--- src/rtl/sliding_corrector_pkg.sv ---
// sliding_corrector_pkg: shared types and helpers for the sliding corrector.
//   decision_e : 2-bit per-position decision code from the sliding detector.
//   popcount   : number of set bits in a vector of up to POPCNT_MAX_W bits.
package sliding_corrector_pkg;

  typedef enum logic [1:0] {
    NO_FLIP   = 2'd0,
    FLIP_CUR  = 2'd1,
    FLIP_NEXT = 2'd2,
    FLIP_PAIR = 2'd3
  } decision_e;

  localparam int POPCNT_MAX_W = 256;

  function automatic logic [8:0] popcount(input logic [POPCNT_MAX_W-1:0] v);
    logic [8:0] n;
    n = '0;
    for (int i = 0; i < POPCNT_MAX_W; i++) n += 9'(v[i]);
    return n;
  endfunction

endpackage

--- src/rtl/sliding_corrector_flip_mask_decoder.sv ---
// flip_mask_decoder: combinational decode of per-position decisions.
//   err_pos  : [width-1:0] x 2-bit decision codes, index 0 = earliest bit
//   req_mask : bits requested for flipping inside this frame (OR-merged)
//   spill    : request for bit 'width', i.e. bit 0 of the next frame
module flip_mask_decoder
  import sliding_corrector_pkg::*;
#(
  parameter int width = 16
) (
  input  logic [width-1:0][1:0] err_pos,
  output logic [width-1:0]      req_mask,
  output logic                  spill
);

  // One extra bit on top catches the FLIP_NEXT request of the last position.
  logic [width:0] ext;

  always_comb begin
    ext = '0;
    for (int i = 0; i < width; i++) begin
      case (decision_e'(err_pos[i]))
        FLIP_CUR:  ext[i] = 1'b1;
        FLIP_NEXT: ext[i+1] = 1'b1;
        FLIP_PAIR: begin
          ext[i]   = 1'b1;
          ext[i+1] = 1'b1;
        end
        default: ;
      endcase
    end
  end

  assign req_mask = ext[width-1:0];
  assign spill    = ext[width];

endmodule

--- src/rtl/sliding_corrector.sv ---
// sliding_corrector: applies detector flip decisions to the sliced bitstream.
//   clk, rst (sync, active high)
//   en           : correction enable (0 = pass-through, carry discarded)
//   in_valid     : bits_in / mmse_err_pos carry a frame this cycle
//   bits_in      : sliced bits, index 0 = earliest
//   mmse_err_pos : per-position 2-bit decision codes
//   clr_stats    : synchronous clear of the statistics counters
//   out_valid    : bits_out / flip_mask carry a frame (2 cycles after in_valid)
//   bits_out     : corrected bits, flip_mask : bits flipped in that frame
//   flip_count / frame_count : saturating statistics
// Build option: define SLIDING_CORRECTOR_STATS_EN to include the counters;
// otherwise they read 0 and clr_stats is ignored.
module sliding_corrector
  import sliding_corrector_pkg::*;
#(
  parameter int width        = 16,
  parameter int cnt_bitwidth = 32
) (
  input  logic                    clk,
  input  logic                    rst,
  input  logic                    en,
  input  logic                    in_valid,
  input  logic [width-1:0]        bits_in,
  input  logic [width-1:0][1:0]   mmse_err_pos,
  input  logic                    clr_stats,
  output logic                    out_valid,
  output logic [width-1:0]        bits_out,
  output logic [width-1:0]        flip_mask,
  output logic [cnt_bitwidth-1:0] flip_count,
  output logic [cnt_bitwidth-1:0] frame_count
);

  localparam int STAGES = 2;

  logic [width-1:0] req_mask;
  logic             spill;

  flip_mask_decoder #(.width(width)) u_dec (
    .err_pos  (mmse_err_pos),
    .req_mask (req_mask),
    .spill    (spill)
  );

  logic [STAGES-1:0] vld_pipe_d, vld_pipe_q;
  logic [width-1:0]  s1_bits_d, s1_bits_q, s1_mask_d, s1_mask_q;
  logic              carry_d, carry_q;
  logic [width-1:0]  bits_out_d, bits_out_q, flip_mask_d, flip_mask_q;

  always_comb begin
    vld_pipe_d  = {vld_pipe_q[STAGES-2:0], in_valid};
    s1_bits_d   = s1_bits_q;
    s1_mask_d   = s1_mask_q;
    carry_d     = carry_q;
    bits_out_d  = bits_out_q;
    flip_mask_d = flip_mask_q;
    // Carry survives idle cycles; only an accepted frame consumes it.
    if (in_valid) begin
      s1_bits_d = bits_in;
      if (en) begin
        s1_mask_d = req_mask | width'(carry_q);
        carry_d   = spill;
      end else begin
        s1_mask_d = '0;
        carry_d   = 1'b0;
      end
    end
    if (vld_pipe_q[0]) begin
      bits_out_d  = s1_bits_q ^ s1_mask_q;
      flip_mask_d = s1_mask_q;
    end
  end

  always_ff @(posedge clk) begin
    if (rst) begin
      vld_pipe_q  <= '0;
      s1_bits_q   <= '0;
      s1_mask_q   <= '0;
      carry_q     <= 1'b0;
      bits_out_q  <= '0;
      flip_mask_q <= '0;
    end else begin
      vld_pipe_q  <= vld_pipe_d;
      s1_bits_q   <= s1_bits_d;
      s1_mask_q   <= s1_mask_d;
      carry_q     <= carry_d;
      bits_out_q  <= bits_out_d;
      flip_mask_q <= flip_mask_d;
    end
  end

  assign out_valid = vld_pipe_q[STAGES-1];
  assign bits_out  = bits_out_q;
  assign flip_mask = flip_mask_q;

`ifdef SLIDING_CORRECTOR_STATS_EN
  // Sums are one bit wider than the larger operand so overflow is visible.
  localparam int SW = ((cnt_bitwidth > 9) ? cnt_bitwidth : 9) + 1;
  localparam logic [SW-1:0] CNT_MAX = (SW'(1) << cnt_bitwidth) - SW'(1);

  logic [cnt_bitwidth-1:0] flip_cnt_d, flip_cnt_q, frame_cnt_d, frame_cnt_q;
  logic [SW-1:0]           flip_base, frame_base, flip_sum, frame_sum;

  always_comb begin
    // A clear in the same cycle as an increment leaves just that increment.
    flip_base   = clr_stats ? '0 : SW'(flip_cnt_q);
    frame_base  = clr_stats ? '0 : SW'(frame_cnt_q);
    flip_sum    = flip_base + SW'(popcount(POPCNT_MAX_W'(s1_mask_q)));
    frame_sum   = frame_base + SW'(1);
    flip_cnt_d  = cnt_bitwidth'(flip_base);
    frame_cnt_d = cnt_bitwidth'(frame_base);
    if (vld_pipe_q[0]) begin
      flip_cnt_d  = (flip_sum > CNT_MAX)  ? cnt_bitwidth'(CNT_MAX) : cnt_bitwidth'(flip_sum);
      frame_cnt_d = (frame_sum > CNT_MAX) ? cnt_bitwidth'(CNT_MAX) : cnt_bitwidth'(frame_sum);
    end
  end

  always_ff @(posedge clk) begin
    if (rst) begin
      flip_cnt_q  <= '0;
      frame_cnt_q <= '0;
    end else begin
      flip_cnt_q  <= flip_cnt_d;
      frame_cnt_q <= frame_cnt_d;
    end
  end

  assign flip_count  = flip_cnt_q;
  assign frame_count = frame_cnt_q;
`else
  logic unused_clr_stats;
  assign unused_clr_stats = clr_stats;
  assign flip_count  = '0;
  assign frame_count = '0;
`endif

endmodule

--- config.mk ---
export PLATFORM = sky130hd
export DESIGN_NAME = sliding_corrector
export DESIGN_NICKNAME = d
export VERILOG_FILES = /design/src/rtl/sliding_corrector_pkg.sv /design/src/rtl/sliding_corrector_flip_mask_decoder.sv /design/src/rtl/sliding_corrector.sv
export SDC_FILE = /design/constraint.sdc
export NUM_CORES = 1
export LEC_CHECK = 0
export ABC_AREA = 1
export BUFFER_PORTS_ARGS = -buffer_cell sky130_fd_sc_hd__clkbuf_2
export CAP_MARGIN = 25
export CORE_ASPECT_RATIO = 2
export CORE_UTILIZATION = 35
export CTS_CLUSTER_SIZE = 14
export DETAILED_ROUTE_END_ITERATION = 8
export GPL_ROUTABILITY_DRIVEN = 0
export HOLD_SLACK_MARGIN = 0.02
export PLACE_DENSITY = 0.74
export SYNTH_ARGS = -nofsm -noshare
export SYNTH_HDL_FRONTEND = slang
export SYNTH_SLANG_ARGS = --single-unit
--- constraint.sdc ---
create_clock -name clk -period 0.8 [get_ports clk]
set_input_delay 0.08 -clock clk [delete_from_list [all_inputs] [get_ports clk]]
set_output_delay 0.08 -clock clk [all_outputs]
set_load 0.03 [all_outputs]
==> impl_metrics.csv, run 1 <==
group,metric,value,unit
clock_network,clock_sinks,67,
critical_path,crit_buf_inv,2,
job,max-cap-violations,0,
cells_and_area,mostFrequentLayoutCells,"nand2_1 (130), inv_1 (81), conb_1 (64), clkbuf_2 (51), nor2_1 (45)",
routing,drc_errors,10,
clock_network,cts_root_buffer,"clkbuf_16",
critical_path,path_cells,"buf_12 > nor2_2 > nor2_1 > nand2_1 > inv_1",
critical_path,path_delay_family,"flip-flops",
power_and_ir_drop,p_per_area,1920,nW/um^2
clock_network,insertion_delay,0.32,ns
worst_hold_path,worstHoldPathType,"in2reg",
global_routing,antenna_found_initial,0,
synthesis,yosysSeqAreaShare,39.9,%
critical_path,critPathSlowestCell,"dfxtp_4",
cells_and_area,drive_gt1_share,29.5,%
global_routing,grt_first_pass_wirelength,11200,um
synthesis,yosys.area.top_type_share,39.9,%
synthesis,synth_cell_types,17,
clock_network,cts_tree,"built",
critical_path,crit_start,"vld_pipe_q[0]$_SDFF_PP0_",
power_and_ir_drop,p_total,8.91,mW
critical_path,critPathKind,"reg2reg",
critical_path,r2r_start,"vld_pipe_q[0]$_SDFF_PP0_",
cells_and_area,layout_commonest_cell,"nand2_1",
synthesis,syn_area,3360,um^2
worst_hold_path,worstHoldStart,"bits_in[0]",
cells_and_area,area_delta_synth_final,37.9,%
cells_and_area,final-instance-count-excl-fill,701,
global_routing,grt_usage,14.3,%
placement,post-place-cells,656,
power_and_ir_drop,leakage,2.29,nW
run_status,failed_checks,"DRC, setup timing",
timing,rsz0062_at_grt,"yes",
clock_network,clock_path_buffers,2,
cells_and_area,nNetsFinal,647,
floorplan,die_area,10000,um^2
timing,fin_ws,-0.149,ns
timing,whs,0.0234,ns
placement,port_buffers,84,
floorplan,rows,50,
global_routing,grt-ovfl-total,0,
routing,routed_wl,7170,um
synthesis,synth_cells,481,
placement,dpl.hpwl,4690,um
timing,drv_slew,0,
placement,preCtsSetupSlack,-0.112,ns
clock_network,h-tree-depth,3,
timing,fmax,1.05,GHz
critical_path,crit_fanout,14,
timing,finalHoldViolCount,0,
synthesis,ys_ff_latch,67,
critical_path,cp.required,1.06,ns
synthesis,syn_area_per_cell,6.99,um^2
floorplan,die_w,71.3,um
routing,drt_pre_antenna_iters,7,
floorplan,io_pins,150,
routing,initialDrtViolationCount,227,
global_routing,grt_max_degree,36,
power_and_ir_drop,irDropWorstVdd,1.36,mV
timing,setup_viol,66,
routing,vias,2941,
synthesis,yosysTopAreaCell,"dfxtp_1",
routing,wl_per_cell,10.2,um
floorplan,start_util,36.1,%
clock_network,cts.reportedPaths.clkPinSlew,0.05,ns
floorplan,core_area,9320,um^2
timing,post-route-period-util,119,%
timing,fin_skew,0.00256,ns
critical_path,slowest_delay,0.42,ns
global_routing,grt_pass1_vias,2550,
critical_path,end_kind,"flop",
cells_and_area,n_antenna_cell,0,
synthesis,synth_area_leaders,"dfxtp_1 (40%), buf_4 (16%), nand2_1 (15%)",
routing,via_per_inst,4.20,
timing,min_period,0.949,ns
clock_network,cts-buffers-inserted,9,
critical_path,cp.arrival,1.21,ns
run_status,status,"finished with violations",
critical_path,startpoint_type,"flop",
routing,ant_nets,0,
synthesis,ys.warnings.count,0,
floorplan,die_y,141,um
## final timing paths
path,to,slack (ns),depth (start not counted)
max reg2reg,bits_out[2]$_SDFFE_PP0P_,-0.15,5
max,bits_out[2]$_SDFFE_PP0P_,-0.15,5
min,s1_bits_q[0]$_SDFFE_PP0P_,0.02,3
min reg2reg,s1_bits_q[15]$_SDFFE_PP0P_,0.47,2
## where the power goes
part / switching [mW] / internal, mW / total, mW / leakage (nW)
registers: 0.172 / 3.56 / 3.74 / 0.564
clock network: 1.24 / 2.06 / 3.31 / 0.117
logic: 1.13 / 0.742 / 1.87 / 1.61
total: 2.55 / 6.37 / 8.91 / 2.29
## routing by layer
| metal | up-vias | share of wire, % | GRT usage [%] |
|---|---|---|---|
| met5 | - | 0 | 0 |
| met3 | 12 | 6.2 | 3.29 |
| met2 | 139 | 52 | 23.7 |
| li1 | 1528 | - | - |
| met4 | 0 | 2.8 | 9.05 |
| met1 | 1262 | 39 | 16.2 |
## registers in the layout, summed over array words and instances, names as in the netlist
name,cells
bits_out,16
carry_q,1
flip_mask,16
s1_bits_q,16
s1_mask_q,16
vld_pipe_q,2
## worst min-delay path, cell delays in order
cell,delay (ns)
clkbuf_2,0.08
nand2_1,0.07
a21oi_1,0.06
## synth_stat cells
cell and count:
nor2_1 50, conb_1 1, buf_1 1, inv_1 81, clkinv_2 2, a211oi_2 1, a211oi_1 15, buf_6 3
nand2_2 1, a21oi_2 10, buf_4 70, nand2_1 130, buf_2 9, clkbuf_1 1, nand3_1 16, a21oi_1 23
dfxtp_1 67
## metrics by stage
stage	setup TNS [ns]	utilization [%]	instance area, um^2
2_1_floorplan	-1.30	-	3620
3_3_place_gp	-1.21	39.3	3660
3_5_place_dp	-2.08	39.3	3660
4_1_cts	-5.02	47.8	4460
5_1_grt	-7.91	49.7	4630
6_report	-5.45	49.7	4630
## final cells by class
| cell class | count | area (um^2) |
|---|---|---|
| fillers | 861 | 4690 |
| flip-flops and latches | 67 | 1390 |
| multi-input cells | 310 | 1380 |
| repair buffers | 123 | 1180 |
| inverters | 83 | 314 |
| clock buffers | 14 | 244 |
| well taps | 104 | 130 |
## cell families after synthesis
logic type	after synthesis	synth area share (%)
and+or+nand+nor	197	22.7
buffers and inverters	167	27.5
DFF	67	39.9
AOI/OAI and AO/OA	49	9.75
other	1	0.112
## repair_timing
action                                  4_1_cts  5_1_grt
endpoints found under the hold margin        16        0
endpoints found under the setup margin       65       66
hold buffers                                 16        0
cloned                                        0        2
gates resized for setup                     103       42
pin swaps                                     1        0
buffers inserted                              6        7
No activity file was read; power rests on OpenSTA's default activity.
==> run 2: changes to the inputs <==
--- a/config.mk
+++ b/config.mk
@@ -5,7 +5,6 @@
 export SDC_FILE = /design/constraint.sdc
 export NUM_CORES = 1
 export LEC_CHECK = 0
-export ABC_AREA = 1
 export BUFFER_PORTS_ARGS = -buffer_cell sky130_fd_sc_hd__clkbuf_2
 export CAP_MARGIN = 25
 export CORE_ASPECT_RATIO = 2
@@ -14,7 +13,7 @@
 export DETAILED_ROUTE_END_ITERATION = 8
 export GPL_ROUTABILITY_DRIVEN = 0
 export HOLD_SLACK_MARGIN = 0.02
-export PLACE_DENSITY = 0.74
+export PLACE_DENSITY = 0.75
 export SYNTH_ARGS = -nofsm -noshare
 export SYNTH_HDL_FRONTEND = slang
 export SYNTH_SLANG_ARGS = --single-unit
==> impl_metrics.csv, run 2 <==
group,metric,value,unit
run_status,status,"finished with violations",
run_status,failed_checks,"setup timing",
timing,setup_viol,66,
synthesis,yosysSeqAreaShare,42.6,%
cells_and_area,layout_commonest_cell,"conb_1",
synthesis,yosysTopAreaCell,"dfxtp_1",
floorplan,rows,48,
worst_hold_path,worstHoldPathType,"in2reg",
placement,preCtsSetupSlack,-0.187,ns
placement,dpl.hpwl,4290,um
timing,fin_ws,-0.216,ns
routing,initialDrtViolationCount,42,
timing,finalHoldViolCount,0,
placement,post-place-cells,489,
routing,routed_wl,6960,um
power_and_ir_drop,leakage,1.97,nW
timing,fmax,0.984,GHz
job,max-cap-violations,0,
critical_path,cp.required,1.01,ns
clock_network,cts_tree,"built",
global_routing,grt_usage,14.6,%
synthesis,synth_cells,318,
clock_network,cts.reportedPaths.clkPinSlew,0.06,ns
global_routing,grt-ovfl-total,0,
critical_path,end_kind,"flop",
timing,post-route-period-util,127,%
cells_and_area,num-fill-cells,742,
routing,drt_pre_antenna_iters,4,
synthesis,synth.most_common_cell,"buf_4",
power_and_ir_drop,irDropWorstVdd,1.87,mV
cells_and_area,n_antenna_cell,0,
clock_network,h-tree-depth,3,
cells_and_area,drive_gt1_share,41.2,%
floorplan,die_area,9400,um^2
routing,via_per_inst,4.44,
cells_and_area,nNetsFinal,485,
clock_network,insertion_delay,0.33,ns
critical_path,critPathKind,"reg2reg",
global_routing,antenna_found_initial,0,
routing,vias,2386,
cells_and_area,final-instance-count-excl-fill,537,
synthesis,ys_ff_latch,67,
global_routing,grt_pass1_vias,2218,
synthesis,synth_area_leaders,"dfxtp_1 (43%), buf_4 (16%), mux2i_1 (10%)",
synthesis,async_flop_share,0,%
timing,drv_slew,0,
clock_network,cts_root_buffer,"clkbuf_16",
clock_network,cts-buffers-inserted,9,
cells_and_area,mostFrequentLayoutCells,"conb_1 (64), clkbuf_2 (51), nor2_1 (43), buf_8 (34), dfxtp_1 (33)",
floorplan,die_w,69.0,um
synthesis,synth_edf_count,0,
synthesis,yosys.area.top_type_share,42.6,%
floorplan,core_area,8650,um^2
critical_path,startpoint_type,"flop",
power_and_ir_drop,p_per_area,2160,nW/um^2
synthesis,syn_area,3150,um^2
clock_network,clock_path_buffers,2,
cells_and_area,multi_input_area,1440,um^2
timing,min_period,1.02,ns
critical_path,cp.arrival,1.23,ns
synthesis,ys.warnings.count,0,
timing,fin_skew,0.00564,ns
synthesis,syn_area_per_cell,9.90,um^2
global_routing,grt_first_pass_wirelength,10700,um
synthesis,synth_cell_types,19,
clock_network,clock_sinks,67,
floorplan,start_util,36.4,%
critical_path,crit_fanout,16,
synthesis,yosys-top-cells-count,"buf_4 (68), dfxtp_1 (67), nor2_1 (48), mux2i_1 (32)",
routing,wl_per_cell,13.0,um
routing,ant_nets,0,
timing,rsz0062_at_grt,"yes",
synthesis,synth_ff_type,"dfxtp_1",
floorplan,io_pins,150,
routing,drc_errors,0,
floorplan,die_y,136,um
cells_and_area,seq_area,1390,um^2
cells_and_area,area_delta_synth_final,44.0,%
global_routing,grt_max_degree,35,
placement,port_buffers,84,
## run 2: cell types whose count changed in the layout (fill, tap and decap cells not counted), sizes merged, moves of 17 or more
cell,previous run,this run
inv,81,0
mux2i,0,32
nand2,131,0
nand2b,0,17
## run 2: per-layer routing
metal  GRT usage [%]  part of all wire [%]  vias to the layer above
met5               0                     0                        -
met4            9.07                   3.4                        0
met3            3.19                   5.3                       18
met2            26.9                    55                      122
met1            14.7                    36                     1088
li1                -                     -                     1158
## run 2: power by group
part           switching, mW  internal, mW
combinational          0.984         0.705
sequential             0.150          3.52
clock                   1.38          3.07
## run 2: final timing paths
check | startpoint | end | slack (ns) | cells past startpoint
worst max-delay path | vld_pipe_q[0]$_SDFF_PP0_ | flip_mask[8]$_SDFFE_PP0P_ | -0.22 | 3
worst min-delay path | bits_in[0] | s1_bits_q[0]$_SDFFE_PP0P_ | 0.02 | 3
worst max register to register | vld_pipe_q[0]$_SDFF_PP0_ | flip_mask[8]$_SDFFE_PP0P_ | -0.22 | 3
worst min register to register | carry_q$_SDFFE_PP0P_ | carry_q$_SDFFE_PP0P_ | 0.47 | 2
## run 2: repair_timing
item | CTS | global route
hold buffers | 16 | 0
gates cloned | 3 | 0
setup endpoints to repair | 65 | 66
pin swaps | 1 | 5
setup buffers | 9 | 6
endpoints found under the hold margin | 16 | 0
resized for setup | 113 | 46
## run 2: through the flow
stage	util [%]	setup TNS (ns)	total power [mW]	instance area [um^2]	hold WS [ns]
6_report	52.4	-6.09	9.80	4530	0.0218
3_3_place_gp	39.3	-2.63	4.99	3400	0.318
3_5_place_dp	39.3	-3.77	5.02	3400	0.323
4_1_cts	51.4	-7.29	9.81	4440	0.0223
5_1_grt	52.4	-8.46	10.2	4530	0.0647
2_1_floorplan	-	-2.33	4.97	3390	0.227
## run 2: critical path, stage by stage (launching register included)
cell	delay, ns
dfxtp_4	0.39
buf_12	0.17
mux2i_1	0.25
nor2_1	0.08
## run 2: layout make-up
type / instances / area share, %
tap: 100 / 2.76
multi-input combinational: 229 / 31.8
sequential: 67 / 30.7
clock buffer: 13 / 6.18
timing repair buffer: 125 / 27.0
clock inverter: 3 / 1.49
## run 2: kinds of logic (layout without fill, tap and decap cells)
logic type	after synthesis	count (layout)	share of synthesized area, %
other cells	1	64	0.119
buf+inv	85	141	21.0
simple gates	68	68	9.66
mux	32	32	10.2
compound gates	49	49	11.9
flops	67	67	42.6
xor+xnor	16	16	4.45
==> run 3: changes to the inputs <==
--- a/config.mk
+++ b/config.mk
@@ -8,12 +8,12 @@
 export BUFFER_PORTS_ARGS = -buffer_cell sky130_fd_sc_hd__clkbuf_2
 export CAP_MARGIN = 25
 export CORE_ASPECT_RATIO = 2
-export CORE_UTILIZATION = 35
+export CORE_UTILIZATION = 42
 export CTS_CLUSTER_SIZE = 14
 export DETAILED_ROUTE_END_ITERATION = 8
 export GPL_ROUTABILITY_DRIVEN = 0
 export HOLD_SLACK_MARGIN = 0.02
-export PLACE_DENSITY = 0.75
+export PLACE_DENSITY = 0.85
 export SYNTH_ARGS = -nofsm -noshare
 export SYNTH_HDL_FRONTEND = slang
 export SYNTH_SLANG_ARGS = --single-unit
==> impl_metrics.csv, run 3 (synthesis results as in run 2) <==
group,metric,value,unit
run_status,status,"finished with violations",
run_status,failed_checks,"setup timing",
critical_path,crit_cells,3,
clock_network,cts_root_buffer,"clkbuf_16",
clock_network,clock_sinks,67,
global_routing,grt_first_pass_wirelength,11000,um
global_routing,antenna_found_initial,0,
clock_network,clock_path_buffers,2,
timing,min_period,1.00,ns
global_routing,grt_usage,18.4,%
critical_path,crit_buf_inv,1,
worst_hold_path,worstHoldStart,"bits_in[15]",
clock_network,cts-buffers-inserted,9,
power_and_ir_drop,combPwrFrac,19.3,%
critical_path,crit_fanout,9,
critical_path,crit_start,"vld_pipe_q[0]$_SDFF_PP0_",
clock_network,cts.reportedPaths.clkPinSlew,0.05,ns
cells_and_area,mostFrequentLayoutCells,"conb_1 (64), clkbuf_2 (51), nor2_1 (46), dfxtp_1 (33), buf_8 (33)",
power_and_ir_drop,power.internal,6.35,mW
routing,via_per_inst,4.59,
placement,dpl.hpwl,4460,um
worst_hold_path,hold_depth,3,
floorplan,core_area,7270,um^2
clock_network,h-tree-depth,3,
floorplan,io_pins,150,
timing,setup_viol,65,
timing,rsz0062_at_grt,"yes",
clock_network,insertion_delay,0.32,ns
cells_and_area,area_delta_synth_final,41.0,%
power_and_ir_drop,p_per_area,1970,nW/um^2
routing,drt_pre_antenna_iters,4,
floorplan,die_y,124,um
power_and_ir_drop,leakage,1.94,nW
floorplan,die_area,7860,um^2
timing,drv_slew,0,
power_and_ir_drop,seqPwrFrac,42.0,%
routing,drc_errors,0,
floorplan,rows,44,
global_routing,grt_pass1_vias,2394,
critical_path,critPathKind,"reg2reg",
power_and_ir_drop,pwr-share-clk,38.7,%
power_and_ir_drop,switchingPower,2.39,mW
cells_and_area,drive_gt1_share,39.7,%
timing,fmax,0.996,GHz
cells_and_area,nNetsFinal,489,
critical_path,cp.arrival,1.21,ns
floorplan,start_util,43.3,%
worst_hold_path,worstHoldPathType,"in2reg",
placement,port_buffers,84,
power_and_ir_drop,sw_frac_of_total,27.3,%
routing,routed_wl,7260,um
cells_and_area,layout_commonest_cell,"conb_1",
critical_path,critPathSlowestCell,"dfxtp_4",
placement,preCtsSetupSlack,-0.162,ns
critical_path,cp.required,1.01,ns
critical_path,path_delay_family,"flip-flops",
timing,fin_skew,0.00516,ns
global_routing,grt-ovfl-total,0,
floorplan,die_w,63.2,um
job,max-cap-violations,0,
critical_path,reg2regPathDepth,3,
critical_path,r2r_start,"vld_pipe_q[0]$_SDFF_PP0_",
timing,fin_ws,-0.204,ns
clock_network,cts_tree,"built",
global_routing,grt_max_degree,30,
cells_and_area,n_antenna_cell,0,
routing,vias,2432,
critical_path,r2r_end,"flip_mask[2]$_SDFFE_PP0P_",
critical_path,path_cells,"buf_12 > mux2i_2 > nor2_1",
routing,ant_nets,0,
critical_path,end_kind,"flop",
critical_path,slowest_delay,0.42,ns
routing,initialDrtViolationCount,62,
timing,finalHoldViolCount,0,
timing,post-route-period-util,126,%
worst_hold_path,min_to,"s1_bits_q[15]$_SDFFE_PP0P_",
power_and_ir_drop,irDropWorstVdd,1.45,mV
routing,wl_per_cell,13.7,um
critical_path,r2r_slack,-0.20,ns
power_and_ir_drop,p_total,8.74,mW
critical_path,startpoint_type,"flop",
-- run 3: worst reg2reg max path, stage by stage, from the launching register on --
cell and delay [ns]:
dfxtp_4 0.42, buf_12 0.16, mux2i_2 0.24, nor2_1 0.07
-- run 3: layout make-up --
| cell class | instances | area [um^2] |
|---|---|---|
| Tap cell | 92 | 115 |
| Timing Repair Buffer | 129 | 1260 |
| Clock buffer | 13 | 250 |
| Fill cell | 581 | 2830 |
| Sequential cell | 67 | 1390 |
| Multi-Input combinational cell | 229 | 1410 |
-- run 3: stage by stage --
stage | TNS [ns] | instances | hold WS, ns | util [%] | cell area, um^2
2_1_floorplan | -2.33 | 381 | 0.227 | - | 3390
3_3_place_gp | -2.55 | 483 | 0.316 | 47.2 | 3430
3_5_place_dp | -3.94 | 483 | 0.328 | 47.2 | 3430
4_1_cts | -7.09 | 524 | 0.0276 | 59.4 | 4320
5_1_grt | -8.57 | 530 | 0.0341 | 61.1 | 4440
6_report | -6.15 | 530 | 0.0436 | 61.1 | 4440
-- run 3: what timing repair did --
| action | CTS | global route |
|---|---|---|
| setup buffers | 11 | 6 |
| endpoints found under the hold margin | 16 | 0 |
| endpoints found under the setup margin | 66 | 66 |
| resized for setup | 107 | 43 |
| gates cloned | 1 | 1 |
| pin swaps | 2 | 1 |
| hold buffers | 16 | 0 |
-- run 3: layer usage --
layer / vias up / part of all wire, % / track usage (%)
li1: 1161 / - / -
met4: 0 / 3.9 / 13.1
met2: 128 / 56 / 32.7
met5: - / 0 / 0
met3: 22 / 5.2 / 4.49
met1: 1121 / 35 / 17.8
-- run 3: worst max path at each step --
stage                            endpoint  slack [ns]
2_1_floorplan    bits_out[0]$_SDFFE_PP0P_       -0.09
3_3_place_gp   flip_mask[11]$_SDFFE_PP0P_       -0.12
3_5_place_dp   flip_mask[10]$_SDFFE_PP0P_       -0.16
4_1_cts         bits_out[11]$_SDFFE_PP0P_       -0.17
5_1_grt         flip_mask[2]$_SDFFE_PP0P_       -0.24
6_report        flip_mask[2]$_SDFFE_PP0P_       -0.20
-- run 3: power groups by stage --
stage / clock [mW] / combinational, mW / sequential (mW)
CTS: 3.47 / 1.60 / 3.66
detailed placement: 0 / 1.35 / 3.70
global route: 3.61 / 1.79 / 3.69
global placement: 0 / 1.32 / 3.69
floorplan: 0 / 1.16 / 3.81
finish: 3.38 / 1.68 / 3.68
